===== src/rtl/clock_pkg.sv =====
`default_nettype none
// +-----------------------------------------------------------------+
// | clock_pkg: state encodings and counter width shared by the      |
// | clock_divider / period_meter family.                            |
// | Rev 1.0                                                         |
// +-----------------------------------------------------------------+
package clock_pkg;

   localparam int DEFAULT_COUNTER_SIZE = 24;

   typedef enum logic [0:0] {
      ST_IDLE    = 1'b0,
      ST_MEASURE = 1'b1
   } meter_state_t;

endpackage
`default_nettype wire


===== src/rtl/sync_edge_detect.sv =====
`default_nettype none
// +-----------------------------------------------------------------+
// | sync_edge_detect: 2-flop synchronizer plus history flop,        |
// | giving a clean level and a one-cycle rising-edge pulse.         |
// | Rev 1.0                                                         |
// +-----------------------------------------------------------------+
module sync_edge_detect (
   input  logic clock_in,
   input  logic reset_n,
   input  logic signal_in,
   output logic level,
   output logic rise
);

   logic r_s1;
   logic r_s2;
   logic r_s3;

   always_ff @(posedge clock_in) begin
      if (!reset_n) begin
         r_s1 <= 1'b0;
         r_s2 <= 1'b0;
         r_s3 <= 1'b0;
      end else begin
         r_s1 <= signal_in;
         r_s2 <= r_s1;
         r_s3 <= r_s2;
      end
   end

   assign level = r_s2;
   assign rise  = r_s2 & ~r_s3;

endmodule
`default_nettype wire


===== src/rtl/period_meter.sv =====
`default_nettype none
// +-----------------------------------------------------------------+
// | period_meter: measures period and high time of a slow async     |
// | square wave in clock_in cycles, with lock and timeout flags.    |
// | Rev 1.0                                                         |
// +-----------------------------------------------------------------+
module period_meter
   import clock_pkg::*;
#(
   parameter int COUNTER_SIZE  = DEFAULT_COUNTER_SIZE,
   parameter int TIMEOUT_COUNT = 16777215
) (
   input  logic                    clock_in,
   input  logic                    reset_n,
   input  logic                    signal_in,
   output logic [COUNTER_SIZE-1:0] period_out,
   output logic [COUNTER_SIZE-1:0] high_out,
   output logic                    period_valid,
   output logic                    locked,
   output logic                    timeout_out
);

   localparam logic [COUNTER_SIZE-1:0] c_TIMEOUT = COUNTER_SIZE'(TIMEOUT_COUNT);
   localparam logic [COUNTER_SIZE-1:0] c_ONE     = COUNTER_SIZE'(1);

   logic                    w_level;
   logic                    w_rise;
   meter_state_t            r_state;
   logic [COUNTER_SIZE-1:0] r_cnt;
   logic [COUNTER_SIZE-1:0] r_hcnt;

   sync_edge_detect u_sync (
      .clock_in  (clock_in),
      .reset_n   (reset_n),
      .signal_in (signal_in),
      .level     (w_level),
      .rise      (w_rise)
   );

   // Both counters restart at 1 because the rise cycle itself belongs to the new interval.
   always_ff @(posedge clock_in) begin
      if (!reset_n) begin
         r_state      <= ST_IDLE;
         r_cnt        <= '0;
         r_hcnt       <= '0;
         period_out   <= '0;
         high_out     <= '0;
         period_valid <= 1'b0;
         locked       <= 1'b0;
         timeout_out  <= 1'b0;
      end else begin
         period_valid <= 1'b0;
         case (r_state)
            ST_IDLE: begin
               if (w_rise) begin
                  r_cnt   <= c_ONE;
                  r_hcnt  <= c_ONE;
                  r_state <= ST_MEASURE;
               end
            end
            ST_MEASURE: begin
               if (w_rise) begin
                  period_out   <= r_cnt;
                  high_out     <= r_hcnt;
                  period_valid <= 1'b1;
                  locked       <= 1'b1;
                  timeout_out  <= 1'b0;
                  r_cnt        <= c_ONE;
                  r_hcnt       <= c_ONE;
               end else begin
                  r_cnt  <= r_cnt + c_ONE;
                  r_hcnt <= r_hcnt + COUNTER_SIZE'(w_level);
                  // Timeout is below 2^COUNTER_SIZE, so it fires before any wrap.
                  if (r_cnt == c_TIMEOUT) begin
                     r_state     <= ST_IDLE;
                     timeout_out <= 1'b1;
                     locked      <= 1'b0;
                  end
               end
            end
            default: r_state <= ST_IDLE;
         endcase
      end
   end

endmodule
`default_nettype wire

===== config.mk =====
export PLATFORM = sky130hd
export DESIGN_NAME = period_meter
export DESIGN_NICKNAME = d
export VERILOG_FILES = /design/src/rtl/clock_pkg.sv /design/src/rtl/sync_edge_detect.sv /design/src/rtl/period_meter.sv
export SDC_FILE = /design/constraint.sdc
export NUM_CORES = 1
export LEC_CHECK = 0
export CAP_MARGIN = 20
export CORE_ASPECT_RATIO = 0.7
export CORE_MARGIN = 1.5
export CORE_UTILIZATION = 54
export CTS_CLUSTER_DIAMETER = 80
export DETAILED_ROUTE_END_ITERATION = 6
export PLACE_DENSITY = 0.79
export SLEW_MARGIN = 10
export SYNTH_ARGS = -nofsm -noshare
export SYNTH_HDL_FRONTEND = slang
export SYNTH_SLANG_ARGS = --single-unit

===== constraint.sdc =====
create_clock -name clock_in -period 2.3 [get_ports clock_in]
set_input_delay 0.575 -clock clock_in [delete_from_list [all_inputs] [get_ports clock_in]]
set_output_delay 0.575 -clock clock_in [all_outputs]
set_load 0.03 [all_outputs]

==> results.md, run 1 <==
- Starting Density: around 56%
- Clk pwr share: 37.0%
- Sink Count: 103
- Chip width: between 100 and 150 microns
- Avg Inst Size Synth: ~10 sq um
- Largest cells by area after synthesis: dfxtp_1 53%, a22o_1 11%, a21oi_1 2.8%
- Highest cell delay on the worst timing path: between 0.5 and 0.6 ns
- Postcts setup bufs: 0
- First-pass GRT wire length: about 14,000 microns
- Delay-heaviest family, CP: simple AND/OR/NAND/NOR gates
- Fillers: about 520
- Routed length per instance: 15.6 microns
- DRC: 0
- Leakage power: approximately 0.0016 uW
- MaxCap Viol Count: 0
- Core box area: just under 0.007 sq mm
- GR Util met3: under 10%
- #FFs+latches synth: ~100
- Fin. max-slew vios: 0
- Most common flop cell mapped by yosys: dfxtp_1
- Antenna violations before repair: 0
- Final Hold Violating Endpoints: 0
- # setup viols final: 0
- Internal cell power: 2320 uW
- Drt initial violations: 147
- Detailed placement HPWL: between 5000 and 6000 microns
- Synthesized Nets: between 300 and 400
- Hold WC Path Type: reg2reg
- Cells after Synth: 386
- Synth cell count leaders: 103 x dfxtp_1, 48 x a22o_1, 22 x a21oi_1, 22 x nor2_1, 19 x clkbuf_1
- GP Congestion: approximately 0.81
- Clock transition at path regs: around 0.090 ns
- Register area share after synthesis: 53.3%
- Syn Std Cell Area: 0.00387 sq mm
- Max-slew headroom: roughly three quarters
- Largest net degree at the start of global routing: 27
- Worst Max-Slew Pin Slew: roughly 0.37 ns
- CP startpoint kind: register
- Total Power: 2970 uW
- Post-synth EDFFs: 0
- Final ANT Viol Nets: 0
- CTS tree: done
- Hold slack: roughly 0.45 ns
- Placement row count: 25
- Worst-path fanout max: 10
- GRT met2 Usage: around 34%
- Comb pwr share: under 10%
- Drt pass-1 iters: 4
- Layout cell share with drive strength beyond 1: around 7.5%
- Unrepaired setup endpoints after global routing: no
- Most frequent cell after synthesis: dfxtp_1
- Clk_lat worst skew: around 0.37 ns
- Status: complete, no violations
- TritonCTS buffer count: 9
- I/O Pins: 54
- Worst Path Class, Setup: reg2reg
- Critical Path AT: between 2 and 2.5 ns
- N_diodes: 0
- Largest area contributor in the netlist: dfxtp_1
- Highest clock rate: approximately 0.46 GHz
- NumNets Final: roughly 440
- Buffer and inverter count on the worst path: 1
- # port buffers: 53
- Grt met1 use: approximately a third
- CP Cell Sequence: ha_1 -> ha_1 -> nand3_1 -> or4_4 -> buf_4 -> or3_1 -> a21oi_1
- Period utilization: around 94%
- Max Root-Sink Buffers: 2
- Synthesis-to-layout area growth: 22.3%
- GR peak layer: met2
- Share of the synthesized area in the top cell type: 53.3%
- CTS root buffer: clkbuf_8
- Gr usage total: approximately 23%
- Period minus WS final: approximately 2.2 ns
- Most common cell on crit path: ha_1
- Die area: between 0.007 and 0.008 sq mm
- Power Density: between 600 and 700 mW/mm^2
- Critical path required time: around 2.6 ns
- Synth async-reset ratio: 0%
- DIE HEIGHT: roughly 74 microns
- Psw: approximately 650 uW
- Routed WL: 8340 microns
- Crit. End Element: register
- Reg power frac: 60.5%
- Skew final: 0.00691 ns
- Vias per inst: roughly 5.8
- Switch share: approximately 22%
- Synth Warn #: 0
- GRT Residual Overflow: 0
- Vias in the first global route: 2,802
- Post-route setup TNS: 0 ns
- Slowest CP cell: or4_4
- Netlist cell types: 37
- CTS H-tree lvls: 3
- Maximum VDD drop: 0.387 mV
- Via count: 3,111
-- state kept, by name (all words and copies together) (netlist names), 24 cells and up --
name,flops
r_cnt,24
r_hcnt,24
high_out,24
period_out,24
-- area by class of cell --
type / count / area [sq um] / share of cell area, %
inverters: 8 / 30.0 / 0.635
well taps: 94 / 118 / 2.49
multi-input cells: 252 / 1700 / 35.9
clock inverters: 6 / 61.3 / 1.30
clock buffers: 10 / 128 / 2.70
repair buffers: 63 / 631 / 13.3
flip-flops and latches: 103 / 2060 / 43.7
-- tightest hold or removal path, cell delays in order, from the launching register on --
cell	delay [ns]
dfxtp_1	0.32
inv_1	0.05
a21boi_1	0.05
-- cells in the final DEF, fill, tap and decap left out, types with 4 or more instances in the layout --
cell,count
and4_1,4
inv_1,8
o21ai_0,15
o31ai_1,7
clkdlybuf4s50_1,53
xnor2_1,9
nand3_1,16
and3_1,6
a22o_1,48
nor2_1,22
and2_1,5
dfxtp_1,101
nor3_1,4
buf_4,8
nand2_1,18
nand4_1,14
or3_1,15
a21oi_1,22
xor2_1,12
or4_1,11
clkbuf_8,9
-- worst paths after layout --
| kind | start | to | slack (ns) | depth (start not counted) |
|---|---|---|---|---|
| max | u_sync.level$_SDFF_PN0_ | r_hcnt[16]$_SDFFE_PN0P_ | 0.14 | 7 |
| max reg2reg | u_sync.level$_SDFF_PN0_ | r_hcnt[16]$_SDFFE_PN0P_ | 0.14 | 7 |
| min | timeout_out$_SDFFE_PN0P_ | timeout_out$_SDFFE_PN0P_ | 0.45 | 2 |
| min reg2reg | timeout_out$_SDFFE_PN0P_ | timeout_out$_SDFFE_PN0P_ | 0.45 | 2 |
-- metal layers --
metal	share of wire, %	vias up
li1	-	1528
met2	42	97
met1	51	1476
met3	5.5	10
met4	1.5	0
met5	0	-
-- logic make-up after synthesis --
group	Yosys count	synth area share, %
and+or+nand+nor	123	17.9
DFF	103	53.3
AOI/OAI and AO/OA	102	19.1
buffers and inverters	31	3.24
xor gates and xnor gates	21	4.76
muxes	3	0.777
adders and majority gates	3	0.971
-- through the flow --
stage	instance area, sq um	cells	util [%]	setup WS [ns]
floorplan	3870	386	-	0.328
global placement	4530	520	66.2	0.228
detailed placement	4530	520	66.2	0.146
CTS	4720	536	68.9	0.0843
global route	4730	536	69.0	0.0239
finish	4730	536	69.0	0.135
-- repair_timing --
item | CTS | global route
endpoints found under the setup margin | 0 | 5
endpoints found under the hold margin | 0 | 0
gates resized for setup | 0 | 3
hold buffers | 0 | 0
-- power by group through the flow --
stage	clock network (uW)	registers, uW	logic (uW)
5_1_grt	1190	1800	80.7
4_1_cts	1120	1800	74.1
2_1_floorplan	0	1840	44.5
3_3_place_gp	0	1840	73.4
3_5_place_dp	0	1840	73.7
6_report	1100	1800	74.3
No activity file was read; power rests on OpenSTA's default activity.
==> inputs of run 2 (changes only) <==
- CTS_CLUSTER_SIZE: not set -> 14
==> results of run 2 <==
Same layout as run 1: the final DEF is identical, and so are final timing and power.
==> inputs of run 3 (changes only) <==
- CAP_MARGIN: 20 -> not set
- HOLD_SLACK_MARGIN: not set -> 0.05
==> results of run 3 <==
Same layout as run 1: the final DEF is identical, and so are final timing and power.
